--- config.mk ---
export PLATFORM = sky130hd
export DESIGN_NAME = fetch_sequencer
export DESIGN_NICKNAME = d
export VERILOG_FILES = /design/src/rtl/fetch_sequencer.sv
export SDC_FILE = /design/constraint.sdc
export NUM_CORES = 1
export LEC_CHECK = 0
export CAP_MARGIN = 40
export CORE_MARGIN = 2
export CORE_UTILIZATION = 56
export DETAILED_ROUTE_END_ITERATION = 6
export HOLD_SLACK_MARGIN = 0.05
export MAX_ROUTING_LAYER = met4
export PLACE_DENSITY = 0.94
export RECOVER_POWER = 25
export SYNTH_ARGS = -nofsm -noshare
export SYNTH_HDL_FRONTEND = slang
export SYNTH_SLANG_ARGS = --single-unit
--- constraint.sdc ---
create_clock -name clk -period 21.6 [get_ports clk]
set_input_delay 6.48 -clock clk [delete_from_list [all_inputs] [get_ports clk]]
set_output_delay 6.48 -clock clk [all_outputs]
set_load 0.01 [all_outputs]
--- src/rtl/fetch_sequencer.sv ---
// ============================================================================
//  Module   : fetch_sequencer
//  Purpose  : Instruction-fetch front end. Owns the fetch PC, issues req/ready
//             fetches and feeds IF/ID through an output slot plus skid buffer.
//  Revision : 1.0 - initial release
// ============================================================================
`timescale 1ns/1ps
`default_nettype none

module fetch_sequencer #(
  parameter int ADDR_W  = 32,
  parameter int INSTR_W = 32,
  parameter int PC_STEP = 4
) (
  input  logic               clk,
  input  logic               rst,
  input  logic               i_freeze,
  input  logic               i_branch_taken,
  input  logic [ADDR_W-1:0]  i_branch_addr,
  output logic               o_imem_req,
  output logic [ADDR_W-1:0]  o_imem_addr,
  input  logic               i_imem_ready,
  input  logic [INSTR_W-1:0] i_imem_rdata,
  output logic               o_if_valid,
  output logic [INSTR_W-1:0] o_if_instr,
  output logic [ADDR_W-1:0]  o_if_pc,
  output logic [ADDR_W-1:0]  o_fetch_pc
);

  typedef enum logic [1:0] {
    S_IDLE   = 2'd0,
    S_FETCH  = 2'd1,
    S_STALL  = 2'd2,
    S_SQUASH = 2'd3
  } state_t;

  state_t             r_state,       w_state_n;
  logic [ADDR_W-1:0]  r_fetch_pc,    w_fetch_pc_n;
  logic [ADDR_W-1:0]  r_redirect_pc, w_redirect_pc_n;
  logic               r_if_valid,    w_if_valid_n;
  logic [INSTR_W-1:0] r_if_instr,    w_if_instr_n;
  logic [ADDR_W-1:0]  r_if_pc,       w_if_pc_n;
  logic               r_skid_valid,  w_skid_valid_n;
  logic [INSTR_W-1:0] r_skid_instr,  w_skid_instr_n;
  logic [ADDR_W-1:0]  r_skid_pc,     w_skid_pc_n;

  logic [ADDR_W-1:0]  w_pc_plus;
  logic               w_slot_free;

  assign w_pc_plus   = r_fetch_pc + ADDR_W'(PC_STEP);
  assign w_slot_free = !r_if_valid || !i_freeze;

  always_ff @(posedge clk or posedge rst) begin
    if (rst) begin
      r_state       <= S_IDLE;
      r_fetch_pc    <= '0;
      r_redirect_pc <= '0;
      r_if_valid    <= 1'b0;
      r_if_instr    <= '0;
      r_if_pc       <= '0;
      r_skid_valid  <= 1'b0;
      r_skid_instr  <= '0;
      r_skid_pc     <= '0;
    end else begin
      r_state       <= w_state_n;
      r_fetch_pc    <= w_fetch_pc_n;
      r_redirect_pc <= w_redirect_pc_n;
      r_if_valid    <= w_if_valid_n;
      r_if_instr    <= w_if_instr_n;
      r_if_pc       <= w_if_pc_n;
      r_skid_valid  <= w_skid_valid_n;
      r_skid_instr  <= w_skid_instr_n;
      r_skid_pc     <= w_skid_pc_n;
    end
  end

  always_comb begin
    w_state_n       = r_state;
    w_fetch_pc_n    = r_fetch_pc;
    w_redirect_pc_n = r_redirect_pc;
    w_if_valid_n    = r_if_valid;
    w_if_instr_n    = r_if_instr;
    w_if_pc_n       = r_if_pc;
    w_skid_valid_n  = r_skid_valid;
    w_skid_instr_n  = r_skid_instr;
    w_skid_pc_n     = r_skid_pc;

    case (r_state)
      S_IDLE: begin
        w_state_n = S_FETCH;
        if (i_branch_taken) w_fetch_pc_n = i_branch_addr;
      end

      S_FETCH: begin
        if (i_branch_taken) begin
          w_if_valid_n = 1'b0;
          if (i_imem_ready) begin
            w_fetch_pc_n = i_branch_addr;
          end else begin
            // Memory still owes us a wrong-path word; wait it out in SQUASH.
            w_redirect_pc_n = i_branch_addr;
            w_state_n       = S_SQUASH;
          end
        end else if (i_imem_ready) begin
          w_fetch_pc_n = w_pc_plus;
          if (w_slot_free) begin
            w_if_instr_n = i_imem_rdata;
            w_if_pc_n    = w_pc_plus;
            w_if_valid_n = 1'b1;
            if (i_freeze) w_state_n = S_STALL;
          end else begin
            w_skid_instr_n = i_imem_rdata;
            w_skid_pc_n    = w_pc_plus;
            w_skid_valid_n = 1'b1;
            w_state_n      = S_STALL;
          end
        end else if (!i_freeze) begin
          w_if_valid_n = 1'b0;
        end
      end

      S_STALL: begin
        if (i_branch_taken) begin
          w_if_valid_n   = 1'b0;
          w_skid_valid_n = 1'b0;
          w_fetch_pc_n   = i_branch_addr;
          w_state_n      = S_FETCH;
        end else if (!i_freeze) begin
          if (r_skid_valid) begin
            w_if_instr_n   = r_skid_instr;
            w_if_pc_n      = r_skid_pc;
            w_if_valid_n   = 1'b1;
            w_skid_valid_n = 1'b0;
          end else begin
            w_if_valid_n = 1'b0;
          end
          w_state_n = S_FETCH;
        end
      end

      S_SQUASH: begin
        w_if_valid_n = 1'b0;
        if (i_imem_ready) begin
          w_fetch_pc_n = i_branch_taken ? i_branch_addr : r_redirect_pc;
          w_state_n    = S_FETCH;
        end else if (i_branch_taken) begin
          w_redirect_pc_n = i_branch_addr;
        end
      end

      default: w_state_n = S_IDLE;
    endcase
  end

  assign o_imem_req  = (r_state == S_FETCH) || (r_state == S_SQUASH);
  assign o_imem_addr = r_fetch_pc;
  assign o_fetch_pc  = r_fetch_pc;
  assign o_if_valid  = r_if_valid;
  assign o_if_instr  = r_if_instr;
  assign o_if_pc     = r_if_pc;

endmodule

`default_nettype wire
=== Word level (Yosys, flattened, before mapping) ===
Cells that the tools add are included.

* Add/sub/neg operators: 1
* Multiply operators: 0
* Div/mod/pow operators: 0
* $lt $le $gt $ge: 0
* Equal/unequal tests: 21
* Shifts and indexed selects: 0
* Mux-type cells: 47
* Bitwise operators: 2
* Reductions and logical operators: 16

{| class="wikitable"
|+ Operator list
! kind !! count
|-
| 32-bit 2-to-1 mux || 21
|-
| 32-bit one-hot mux with 2 select lines || 3
|-
| 32-bit one-hot mux with 3 select lines || 1
|-
| 32-bit by 3-bit adder with 32-bit output (second input constant) || 1
|-
| 2-bit inequality test (second input constant) || 11
|-
| 2-bit 2-to-1 mux || 8
|-
| 4-bit inequality test (second input constant) || 3
|-
| 4-bit AND reduction || 3
|-
| 1-bit 2-to-1 mux || 11
|-
| 5-bit AND reduction || 2
|-
| 3-bit inequality test (second input constant) || 3
|-
| 2-bit one-hot mux with 4 select lines || 1
|-
| 7-bit AND reduction || 1
|-
| 2-bit equality test (second input constant) || 2
|-
| 2-bit nonzero test || 2
|-
| 1-bit one-hot mux with 3 select lines || 1
|-
| 3-bit AND reduction || 1
|-
| 3-bit nonzero test || 1
|-
| 2-bit by 1-bit equality test with 1-bit output (second input constant) || 1
|-
| 1-bit logical NOT || 2
|-
| 2-bit logical NOT || 1
|-
| 1-bit logical OR || 2
|-
| 2-bit by 1-bit inequality test with 1-bit output (second input constant) || 1
|-
| 1-bit inverter || 2
|-
| other kinds (2) || 2
|}

* Register bits: 196
* Latch bits: 0
* Bits in writable memories: 0
* Bits in read-only memories: 0
* Input bits: 69
* Output and inout bits: 130
* Logic and storage cells: 96
* Memories kept: 0

=== Longest topological paths before layout ===
* Depth in word-level cells: 6
* Mapped depth: 8
* Depth with buffers taken out: 6

=== Worst setup path after synthesis ===
OpenSTA, ideal clock, no wires.

* Path type: input port to flip-flop
* From: input i_branch_taken
* To: register r_skid_pc[13]
* Setup time: 0.128 ns
* Arrival time: 7.663 ns
* Required time: 21.472 ns
* Slack: 13.809 ns
* Stages on the path: 6
* Buffers on the path: 3
* Path through: nor4bb_4 nor2b_1 buf_2 buf_2 buf_2 a21oi_1

* Longest elaborated chain between the ends: 2

{| class="wikitable"
|+ Ends and longest elaborated chain
! what !! RTL line !! source
|-
| start, declared || 18 || <nowiki>input logic i_branch_taken,</nowiki>
|-
| 1-bit inverter (no line) || n/a ||
|-
| 4-bit AND reduction (no line) || n/a ||
|-
| end signal, assigned || 73 || <nowiki>r_skid_pc <= w_skid_pc_n;</nowiki>
|-
| end, declared || 45 || <nowiki>logic [ADDR_W-1:0] r_skid_pc, w_skid_pc_n;</nowiki>
|}

Every way passes these cells.
A chain may end at the register's enable or synchronous reset.

==> flow_summary.json <==
{
  "cts-root-buf": "clkbuf_16",
  "antenna_found_initial": 0,
  "final_common_cell": "dfrtp_1",
  "cp_data_required_time_ps": 22220,
  "setup_viol": 0,
  "path_buf_inv": 4,
  "htree_levels": 4,
  "layout-drive-gt1-share_pct": 12.2,
  "synth-seq-area-share_pct": 50.6,
  "syn2layout_area_growth_pct": 25.8,
  "cellPowerDensity_nw_per_um2": 99.0,
  "reg2reg_slack_ps": 18880,
  "setup_tns_ps": 0,
  "worstHoldEndpoint": "o_if_pc[21]",
  "clockBufferDepth": 2,
  "slew_violations": 115,
  "crit_type": "input pin to asynchronous set/reset pin",
  "cts_sinks": 196,
  "status": "finished, violations left",
  "async_flop_share_pct": 100,
  "final_hold_viol_count": 0,
  "row_count": 48,
  "clock_skew_ps": 7.55,
  "fmax_mhz": 96.8,
  "critical-path-max-stage-delay_ps": 2720,
  "swShare_pct": 32.8,
  "p_int_uw": 812,
  "gp_congestion": 0.922,
  "antenna_cells": 0,
  "slew_headroom_pct": -227,
  "tightest_slew_ps": 4880,
  "fin_cells": 1367,
  "core-area_sq_um": 17100,
  "period_share_pct": 47.8,
  "power_frac_seq_pct": 44.9,
  "grt_pass1_wl_mm": 41.1,
  "final_cell_mix": "dfrtp_1, clkdlybuf4s50_1, nand2_1",
  "ys_warn_count": 0,
  "max-cap-violations": 1,
  "cts_tree": "done",
  "violations": "capacitance limit, slew limit",
  "grt_max_degree": 115,
  "initial_core_util_pct": 56.6,
  "pwr-share-comb_pct": 30.0,
  "drtIter0Drc": 812,
  "ys_ff_latch": 196,
  "hpwl_mm": 17.4,
  "reg2regPathDepth": 6,
  "routed_wl_mm": 25.5,
  "crit_fanout": 114,
  "postCtsResizedCells": 0,
  "syn-instance-count": 998,
  "clockPowerShare_pct": 25.0,
  "path_clk_slew_ps": 70,
  "die_h_microns": 136,
  "whs_path_depth": 2,
  "ir_drop_uv": 69.6,
  "synthFlopType": "dfrtp_1",
  "ant_nets": 0,
  "vias": 8322,
  "p_leak_uw": 0.00510,
  "crit_path_start_kind": "input pin",
  "synth_area_sq_um": 9690,
  "final_nets": 1200,
  "portBuffers": 198,
  "hold_class": "register to register",
  "post_cts_buffers": 0,
  "power.total_uw": 1210,
  "cp_slowest_cell": "clkinvlp_2",
  "power_switching_uw": 395,
  "num-fill-cells": 1190,
  "final_util_pct": 71.2,
  "wl_per_cell_microns": 18.7,
  "fin_crit_ps": 10340,
  "cpLargestDelayFamily": "buffers and inverters",
  "ctsHoldBuffers": 0,
  "first_global_vias": 8067,
  "post_synth_num_cell_types": 62,
  "rsz0062_at_grt": "false",
  "min_from": "o_if_pc[21]",
  "numCtsBuffers": 17,
  "path_cells": "dlygate4sd3_1, clkinvlp_2, buf_4, buf_12",
  "syn_avg_cell_area_sq_um": 9.71,
  "arrival_ps": 10960,
  "remaining_drc_errors": 0,
  "track_usage_pct": 29.2,
  "syn_nets": 1068,
  "clock_latency_ps": 440,
  "synth_edf_count": 0,
  "dieArea_sq_um": 18400,
  "grt_overflow": 0,
  "cp-end-kind": "asynchronous set/reset pin",
  "pin_count": 199,
  "dp.cells": 1335,
  "r2r_end": "o_fetch_pc[28]",
  "drt-pass1-iter-count": 6,
  "timing.rr.start": "o_fetch_pc[2]",
  "vias_per_cell": 6.09,
  "die-width_microns": 136
}
## flip-flops by register name, summed over array words and instances (netlist names)
name	cells
o_fetch_pc	32
o_if_instr	32
o_if_pc	32
o_if_valid	1
r_redirect_pc	32
r_skid_instr	32
r_skid_pc	32
r_skid_valid	1
r_state	2
## power by group through the flow
stage | registers [uW] | clock network, uW | logic (uW)
floorplan | 545 | 0 | 185
global placement | 539 | 0 | 347
detailed placement | 546 | 0 | 362
CTS | 540 | 306 | 366
global route | 555 | 319 | 392
finish | 542 | 302 | 363
## cell families after synthesis
group | synth area share [%]
flip-flops | 50.6
XOR/XNOR | 1.72
AND/OR/NAND/NOR | 16.5
adder cells (fa/ha/maj) | 0.232
buffers and inverters | 6.29
AO/OA/AOI/OAI | 16.1
multiplexers | 8.56
## layer usage
layer | wire (microns) | up-vias | GRT usage [%]
li1 | - | 3741 | -
met1 | 10200 | 4045 | 37.2
met2 | 12500 | 463 | 47.1
met3 | 2070 | 73 | 5.09
met4 | 707 | 0 | 11.3
met5 | 0 | - | -
## worst register-to-register path, delay by kind of cell (launching register included)
family                   cells  cell delay, ps
AND/OR/NAND/NOR              3            1150
flip-flops                   1             610
AO/OA/AOI/OAI                2             450
adder cells (fa/ha/maj)      1             400
## cell usage after synthesis (7+ instances only)
cell type,number,area (sq um)
dfrtp_1,196,4900
nor2_1,98,368
o21ai_0,65,325
a2bb2oi_1,9,78.8
and3_1,7,43.8
nand3_1,16,80.1
a21o_1,14,105
o21a_1,8,60.1
a31oi_1,46,288
nand4_1,10,62.6
o2bb2a_1,11,110
clkbuf_1,40,150
o22ai_1,12,75.1
inv_1,20,75.1
nand2_1,143,537
xnor2_1,15,131
a21oi_1,63,315
buf_4,36,270
nor3_1,17,85.1
mux2_2,71,800
buf_2,22,110
## how the worst max path moves through the flow
stage          slack, ps            from  cells after the start           endpoint
6_report           11260             rst                      4  r_redirect_pc[20]
2_1_floorplan       9780             rst                      1      o_fetch_pc[0]
4_1_cts            12320  i_branch_taken                      5   r_skid_instr[30]
3_3_place_gp       12000  i_branch_taken                      5    r_skid_instr[3]
5_1_grt            10350             rst                      4  r_redirect_pc[20]
3_5_place_dp       11860  i_branch_taken                      5   r_skid_instr[30]
## area by class of cell
cell class,count,area (sq um),share of cell area (%)
sequential,196,4900,40.2
inverter,20,76.3,0.626
tap,225,282,2.31
timing repair buffer,212,2160,17.7
clock inverter,13,121,0.995
clock buffer,18,439,3.60
multi-input combinational,683,4210,34.5
## metrics by stage
step,cell area (sq um),hold slack (ps),setup WS [ps]
5_1_grt,12200,516,10350
3_3_place_gp,11500,462,12000
2_1_floorplan,9690,471,9780
3_5_place_dp,11600,471,11860
6_report,12200,484,11260
4_1_cts,12200,486,12320
(Power assumes the default switching activity.)
